**src/rtl/add_sub_serial.sv**
```systemverilog
// Multi-cycle two's-complement adder/subtractor: WIDTH bits processed SLICE bits per clock,
// LSB slice first, with a start/busy/done handshake and registered result flags.
module add_sub_serial #(
    parameter int unsigned WIDTH = 16,
    parameter int unsigned SLICE = 4
) (
    input  logic             clk,
    input  logic             rst,
    input  logic             start,
    input  logic             add_sub_sel,
    input  logic             c_in,
    input  logic [WIDTH-1:0] inA,
    input  logic [WIDTH-1:0] inB,
    output logic             busy,
    output logic             done,
    output logic [WIDTH-1:0] out,
    output logic             c_out,
    output logic             ovf,
    output logic             zero
);
    localparam int unsigned S  = WIDTH / SLICE;
    localparam int unsigned CW = (S > 1) ? $clog2(S) : 1;

    localparam logic [0:0] StIdle = 1'b0;
    localparam logic [0:0] StRun  = 1'b1;

    if (WIDTH < 1 || SLICE < 1 || SLICE > WIDTH || (WIDTH % SLICE) != 0) begin : g_param_check
        $error("add_sub_serial: SLICE must divide WIDTH and lie in 1..WIDTH");
    end

    logic [0:0]       state_q;
    logic [CW-1:0]    cnt_q;
    logic [WIDTH-1:0] a_q, b_q, work_q, work_d, out_q;
    logic             sub_q, carry_q;
    logic             c_out_q, ovf_q, zero_q, done_q;

    logic [31:0]      slice_base;
    logic [SLICE-1:0] a_sl, b_sl;
    logic [SLICE:0]   sum_ext;
    logic             ovf_d;
    logic             last;

    assign last = (cnt_q == CW'(S - 1));

    // One extra bit on the slice sum carries the carry-out (add) or the sign of a
    // negative difference, which is exactly the unsigned borrow (subtract).
    always_comb begin
        slice_base = 32'(cnt_q) * SLICE;
        a_sl       = a_q[slice_base +: SLICE];
        b_sl       = b_q[slice_base +: SLICE];
        if (sub_q) begin
            sum_ext = {1'b0, a_sl} - {1'b0, b_sl} - {{SLICE{1'b0}}, carry_q};
        end else begin
            sum_ext = {1'b0, a_sl} + {1'b0, b_sl} + {{SLICE{1'b0}}, carry_q};
        end
        work_d = work_q;
        work_d[slice_base +: SLICE] = sum_ext[SLICE-1:0];
        if (sub_q) begin
            ovf_d = (a_q[WIDTH-1] != b_q[WIDTH-1]) && (work_d[WIDTH-1] != a_q[WIDTH-1]);
        end else begin
            ovf_d = (a_q[WIDTH-1] == b_q[WIDTH-1]) && (work_d[WIDTH-1] != a_q[WIDTH-1]);
        end
    end

    always_ff @(posedge clk) begin
        if (rst) begin
            state_q <= StIdle;
            cnt_q   <= '0;
            a_q     <= '0;
            b_q     <= '0;
            sub_q   <= 1'b0;
            carry_q <= 1'b0;
            work_q  <= '0;
            out_q   <= '0;
            c_out_q <= 1'b0;
            ovf_q   <= 1'b0;
            zero_q  <= 1'b1;
            done_q  <= 1'b0;
        end else begin
            done_q <= 1'b0;
            case (state_q)
                StIdle: begin
                    if (start) begin
                        a_q     <= inA;
                        b_q     <= inB;
                        sub_q   <= add_sub_sel;
                        carry_q <= c_in;
                        cnt_q   <= '0;
                        work_q  <= '0;
                        state_q <= StRun;
                    end
                end
                StRun: begin
                    work_q  <= work_d;
                    carry_q <= sum_ext[SLICE];
                    cnt_q   <= cnt_q + 1'b1;
                    if (last) begin
                        out_q   <= work_d;
                        c_out_q <= sum_ext[SLICE];
                        ovf_q   <= ovf_d;
                        zero_q  <= (work_d == '0);
                        done_q  <= 1'b1;
                        state_q <= StIdle;
                    end
                end
                default: state_q <= StIdle;
            endcase
        end
    end

    assign busy  = (state_q == StRun);
    assign done  = done_q;
    assign out   = out_q;
    assign c_out = c_out_q;
    assign ovf   = ovf_q;
    assign zero  = zero_q;

endmodule

```
**config.mk**
```make
export PLATFORM = sky130hd
export DESIGN_NAME = add_sub_serial
export DESIGN_NICKNAME = d
export VERILOG_FILES = /design/src/rtl/add_sub_serial.sv
export SDC_FILE = /design/constraint.sdc
export NUM_CORES = 1
export LEC_CHECK = 0
export CAP_MARGIN = 0
export CORE_MARGIN = 2
export CORE_UTILIZATION = 55
export CTS_BUF_LIST = sky130_fd_sc_hd__clkbuf_2
export CTS_CLUSTER_SIZE = 30
export DETAILED_ROUTE_END_ITERATION = 10
export DONT_BUFFER_PORTS = 1
export HOLD_SLACK_MARGIN = 0.03
export PLACE_DENSITY_LB_ADDON = 0.25
export RECOVER_POWER = 25
export SLEW_MARGIN = 20
export SYNTH_ARGS = -nofsm -noshare
export SYNTH_HDL_FRONTEND = slang
export SYNTH_SLANG_ARGS = --single-unit
```
**constraint.sdc**
```tcl
create_clock -name clk -period 3.4 [get_ports clk]
set_clock_uncertainty 0.2 [all_clocks]
set_input_delay 0.68 -clock clk [delete_from_list [all_inputs] [get_ports clk]]
set_output_delay 0.68 -clock clk [all_outputs]
set_load 0.01 [all_outputs]
```
==> impl_metrics.csv, run 1 <==
group,metric,value,unit
status,status,"finished clean",
yosys,yosysWarnings,0,
cells_and_area,fill_cells,586,
sta,maxSlewViolCount,0,
die,core_area,6390,sq um
grt,grt_pass1_vias,2986,
die,dieArea,7300,sq um
routing,via_per_inst,5.65,
grt,antenna_found_initial,0,
yosys,syn_inst,460,
cts,cts_tree,"built",
yosys,ys.flop_type,"dfxtp_1",
routing,drt_iter0_markers,225,
critical_path,endpoint_kind,"flip-flop",
yosys,ys_seq_area_share,40.1,%
sta,finalHoldViolCount,0,
sta,setup_tns,0,ns
cells_and_area,final_core_util,63.1,%
pwr,p_total,1.68,mW
yosys,syn_avg_cell_area,7.93,sq um
critical_path,path_cells,"buf_4 -> mux4_2 -> ha_1 -> inv_1 -> ha_1 -> nand2b_1 -> o22ai_1 -> nand4bb_1 -> or2_4 -> a21o_1 -> o31ai_2",
cts,cts-root-buf,"clkbuf_2",
grt,grt.overflow.total,0,
cts,numCtsBuffers,9,
pwr,vdd.ir_drop.worst,305,uV
cts,h-tree-depth,3,
hold_path,min_path_type,"in2reg",
routing,post-route-drc-count,0,
cts,post_cts_buffers,0,
yosys,synth_cell_types,37,
critical_path,arrival,3.53,ns
critical_path,start_kind,"flip-flop",
cells_and_area,final_layout_size_suffix_gt1_share,8.61,%
critical_path,crit_slowest_cell,"mux4_2",
grt,grtUsageTotal,25.5,%
routing,first_pass_iters,4,
yosys,synth_seq_cells,73,
yosys,synth_nets,514,
sta,rsz0062_at_grt,"true",
critical_path,max_stage_delay,0.53,ns
die,dieHeight,85.4,um
run,max_cap_violations,0,
placed_design,dp_hpwl,5920,um
pwr,powerDensity,418,nW/um^2
cells_and_area,antenna_cells,0,
hold_path,hold_depth,2,
routing,routedWlPerCell,15.6,um
routing,vias,3126,
yosys,syn_area,3650,sq um
cts,clock-sinks,73,
sta,post-route-period-util,95.4,%
routing,ant_nets,0,
cells_and_area,nets,525,
routing,wirelength,8640,um
pwr,leakage,1.51,nW
die,start_util,57.1,%
critical_path,path_max_fanout,8,
grt,grt_pass1_wl,14500,um
yosys,synth-async-reset-ratio,0,%
placed_design,port_buffers,0,
sta,fmax,308,MHz
critical_path,r2r_cells,11,
die,pin_count,58,
yosys,synth-edff-count,0,
critical_path,crit_buf_inv,2,
cells_and_area,syn2layout_area_growth,10.5,%
cts,clk_path_buf_depth,2,
critical_path,crit_top_cell,"ha_1",
critical_path,worstPathRequired,3.69,ns
sta,tightest_slew,1.37,ns
placed_design,gp_congestion,0.861,
sta,period_needed,3.24,ns
critical_path,critPathTopFamily,"simple AND/OR/NAND/NOR gates",
sta,setup_viol,0,
die,die_width,85.4,um
die,rows,29,
critical_path,cp_num_cells,11,
cts,clk_latency,0.53,ns
sta,slew_headroom,8.37,%
critical_path,criticalPathCategory,"reg2reg",
cts,cts.clk_slew.worst_paths,0.22,ns
grt,grt_max_degree,72,
[routing by layer]
layer  routed length (um)  GRT usage [%]  vias to the layer above
met5                    0              0                        -
li1                     -              -                     1558
met3                  480           5.35                       13
met4                  118           7.79                        0
met1                 4140           36.7                     1452
met2                 3890           38.6                      103
[path summary, 6_finish.rpt]
| check | start | endpoint | slack [ns] |
|---|---|---|---|
| setup / recovery | cnt_q[0] | zero | 0.16 |
| hold / removal | inB[9] | b_q[9] | 0.06 |
| setup reg to reg | cnt_q[0] | zero | 0.16 |
| hold reg to reg | a_q[6] | a_q[6] | 0.27 |
[layout make-up]
type | instances | area, sq um | share of cell area [%]
clock buffers | 10 | 50.0 | 1.24
multi-input cells | 329 | 1960 | 48.7
clock inverters | 6 | 67.6 | 1.68
repair buffers | 30 | 285 | 7.08
inverters | 28 | 105 | 2.61
well taps | 77 | 96.3 | 2.39
flip-flops and latches | 73 | 1460 | 36.3
[flip-flops by register name, summed over array words and instances, names as in the netlist]
signal,cells
b_q,16
cnt_q,2
sub_q,1
zero,1
ovf,1
busy,1
done,1
work_q,16
a_q,16
out,16
c_out,1
carry_q,1
[cells by family (layout without fill, tap and decap cells)]
| kind of cell | Yosys count | count (layout) | share of synthesized area (%) |
|---|---|---|---|
| and+or+nand+nor | 194 | 194 | 23.4 |
| AOI/OAI and AO/OA | 96 | 96 | 15.0 |
| DFF | 73 | 73 | 40.1 |
| buffers and inverters | 58 | 74 | 6.35 |
| adders and majority gates | 17 | 17 | 6.66 |
| muxes | 17 | 17 | 7.24 |
| xor gates and xnor gates | 5 | 5 | 1.20 |
[synthesized netlist by cell type, drive strengths merged, types with 3 or more instances]
master,number,area share (%)
nor3b,8,1.6
o22ai,3,0.51
dfxtp,73,40
ha,13,4.5
fa,4,2.2
inv,28,2.9
o21ai,15,2.1
a311oi,4,0.96
xnor2,3,0.72
a21oi,59,8.1
mux2i,8,2.3
nand2b,8,1.4
a211oi,7,1.4
nand2,98,10
nor2,46,4.7
clkbuf,20,2.1
buf,10,1.4
mux4,7,4.3
nor2b,4,0.69
nor3,21,3.0
[where the power goes]
part	switching, mW	leakage (nW)	internal [mW]
clock network	0.329	0.0685	0.175
logic	0.156	0.846	0.113
registers	0.0237	0.594	0.885
[cell usage in the layout, fill, tap and decap left out, types with 2 or more instances in the layout]
cell           count
nand2_1           98
dfxtp_1           73
a21oi_1           59
nor2_1            45
inv_1             28
nor3_1            20
dlygate4sd3_1     19
o21ai_0           14
ha_1              13
clkbuf_2          10
nand2b_1           8
nor3b_1            8
buf_4              8
mux4_2             7
mux2i_1            7
a211oi_1           7
nor2b_1            4
fa_1               4
o22ai_1            3
xnor2_1            3
a311oi_1           3
and2_1             2
mux2_2             2
nand4bb_1          2
o2111ai_1          2
a22oi_1            2
nand3_1            2
o31ai_2            2
xor2_1             2
clkinvlp_4         2
clkbuf_1           2
[per-stage QoR]
step	hold WS, ns	worst slack, ns	cell area [sq um]	instances
finish	0.0571	0.155	4030	553
global route	0.0387	-0.0110	4030	553
CTS	0.0313	0.128	4010	551
detailed placement	0.241	0.158	3690	517
global placement	0.236	0.283	3690	517
floorplan	0.233	0.0360	3650	460
[repair_timing]
| action | 4_1_cts | 5_1_grt |
|---|---|---|
| hold endpoints to repair | 71 | 2 |
| endpoints found under the setup margin | 0 | 4 |
| hold buffers | 18 | 2 |
| resized for setup | 0 | 2 |
Power figures use the tool's default switching activity.
==> run 2, diff against run 1 <==
--- a/config.mk
+++ b/config.mk
@@ -9,7 +9,6 @@
 export CORE_MARGIN = 2
 export CORE_UTILIZATION = 55
 export CTS_BUF_LIST = sky130_fd_sc_hd__clkbuf_2
-export CTS_CLUSTER_SIZE = 30
 export DETAILED_ROUTE_END_ITERATION = 10
 export DONT_BUFFER_PORTS = 1
 export HOLD_SLACK_MARGIN = 0.03
==> constraint.sdc (replaced) <==
create_clock -name clk -period 3.7 [get_ports clk]
set_clock_uncertainty 0.2 [all_clocks]
set_input_delay 0.74 -clock clk [delete_from_list [all_inputs] [get_ports clk]]
set_output_delay 0.74 -clock clk [all_outputs]
set_load 0.01 [all_outputs]
==> run 2 against run 1 <==
Compared with the run above: sequential power down 7.9%; maximum frequency down 6.1%; worst hold slack better by 0.018 ns; count of clock-buffer cells in the layout down 1; critical endpoint unchanged; largest cell class unchanged.
==> impl_metrics.csv, run 2 (synthesized netlist as in run 1, its figures left out) <==
group,metric,value,unit
cts,cts-root-buf,"clkbuf_2",
cells_and_area,final_cell_mix,"nand2_1, dfxtp_1, a21oi_1",
sta,setup_viol,0,
pwr,powerDensity,391,nW/um^2
cts,clk_path_buf_depth,2,
cells_and_area,final_layout_size_suffix_gt1_share,7.52,%
grt,antenna_found_initial,0,
cts,cts.clk_slew.worst_paths,0.20,ns
sta,finalHoldViolCount,0,
routing,wirelength,8280,um
sta,fmax,289,MHz
die,dieArea,7300,sq um
critical_path,worstPathRequired,3.95,ns
cts,post_cts_buffers,0,
routing,via_per_inst,5.72,
grt,grt_pass1_wl,13700,um
cts,clk_latency,0.51,ns
die,start_util,57.1,%
placed_design,gp_congestion,0.893,
pwr,vdd.ir_drop.worst,312,uV
placed_design,dp_hpwl,5620,um
cts,cts_tree,"built",
grt,grt_max_degree,74,
die,core_area,6390,sq um
routing,routedWlPerCell,15.6,um
sta,tightest_slew,0.794,ns
cells_and_area,mostFrequentLayoutCell,"nand2_1",
die,die_width,85.4,um
status,status,"finished clean",
placed_design,postPlaceCellArea,3650,sq um
die,rows,29,
die,dieHeight,85.4,um
routing,drt_iter0_markers,176,
critical_path,criticalPathCategory,"reg2reg",
pwr,leakage,1.40,nW
cts,post_cts_resized,0,
sta,post-route-period-util,93.4,%
grt,grt_pass1_vias,2749,
critical_path,path_max_fanout,16,
routing,first_pass_iters,4,
sta,period_needed,3.46,ns
cts,h-tree-depth,3,
critical_path,endpoint_kind,"flip-flop",
grt,grt.overflow.total,0,
cells_and_area,design_area,3780,sq um
sta,setup_tns,0,ns
critical_path,start_kind,"flip-flop",
hold_path,min_path_type,"in2reg",
sta,slew_headroom,46.7,%
cts,holdBufCountCts,0,
sta,maxSlewViolCount,0,
cts,clock-sinks,73,
cells_and_area,antenna_cells,0,
sta,rsz0062_at_grt,"false",
cells_and_area,fill_cells,590,
cells_and_area,syn2layout_area_growth,3.74,%
placed_design,port_buffers,0,
die,pin_count,58,
cts,numCtsBuffers,9,
routing,vias,3024,
routing,post-route-drc-count,0,
routing,ant_nets,0,
cells_and_area,nets,501,
critical_path,arrival,3.71,ns
cells_and_area,final_core_util,59.2,%
run,max_cap_violations,0,
grt,grtUsageTotal,23.7,%
run 2: cell type report:
| class | count | area, sq um | share of cell area [%] |
|---|---|---|---|
| multi-input combinational | 329 | 1960 | 51.9 |
| inverter | 28 | 105 | 2.78 |
| clock inverter | 7 | 61.3 | 1.62 |
| timing repair buffer | 6 | 50.0 | 1.32 |
| clock buffer | 9 | 45.0 | 1.19 |
| tap | 77 | 96.3 | 2.55 |
| sequential | 73 | 1460 | 38.6 |
run 2: per-stage QoR:
step | setup slack [ns] | hold slack, ns | instances | power (mW)
2_1_floorplan | 0.258 | 0.233 | 460 | 1.03
3_3_place_gp | 0.385 | 0.237 | 511 | 1.05
3_5_place_dp | 0.281 | 0.242 | 511 | 1.06
4_1_cts | 0.224 | 0.0350 | 527 | 1.48
5_1_grt | 0.0476 | 0.0302 | 529 | 1.56
6_report | 0.243 | 0.0747 | 529 | 1.48
run 2: layer usage:
metal,track usage (%),wire [um],up-vias
met5,0,0,-
met4,8.08,113,0
met3,4.86,549,11
met2,35.7,3820,107
met1,33.9,3790,1391
li1,-,-,1515
run 2: worst max-delay path, cell delays in order, from the launching register on:
cell and delay [ns]:
dfxtp_1 0.53, buf_4 0.30, mux4_2 0.54, inv_1 0.08
ha_1 0.25, inv_1 0.10, ha_1 0.26, and2_1 0.19
o2111ai_1 0.10, nand4bb_1 0.17, or2_4 0.29, a21o_1 0.18
o31ai_2 0.22
run 2: worst paths after layout:
| kind | start | endpoint | slack [ns] | cells past startpoint |
|---|---|---|---|---|
| setup / recovery | cnt_q[0] | zero | 0.24 | 12 |
| hold / removal | rst | out[9] | 0.07 | 1 |
| setup reg to reg | cnt_q[0] | zero | 0.24 | 12 |
| hold reg to reg | a_q[3] | a_q[3] | 0.26 | 2 |
run 2: report_power, final:
group | leakage [nW] | internal, mW | switching (mW)
logic | 0.740 | 0.0854 | 0.131
registers | 0.594 | 0.813 | 0.0241
clock network | 0.0705 | 0.150 | 0.277
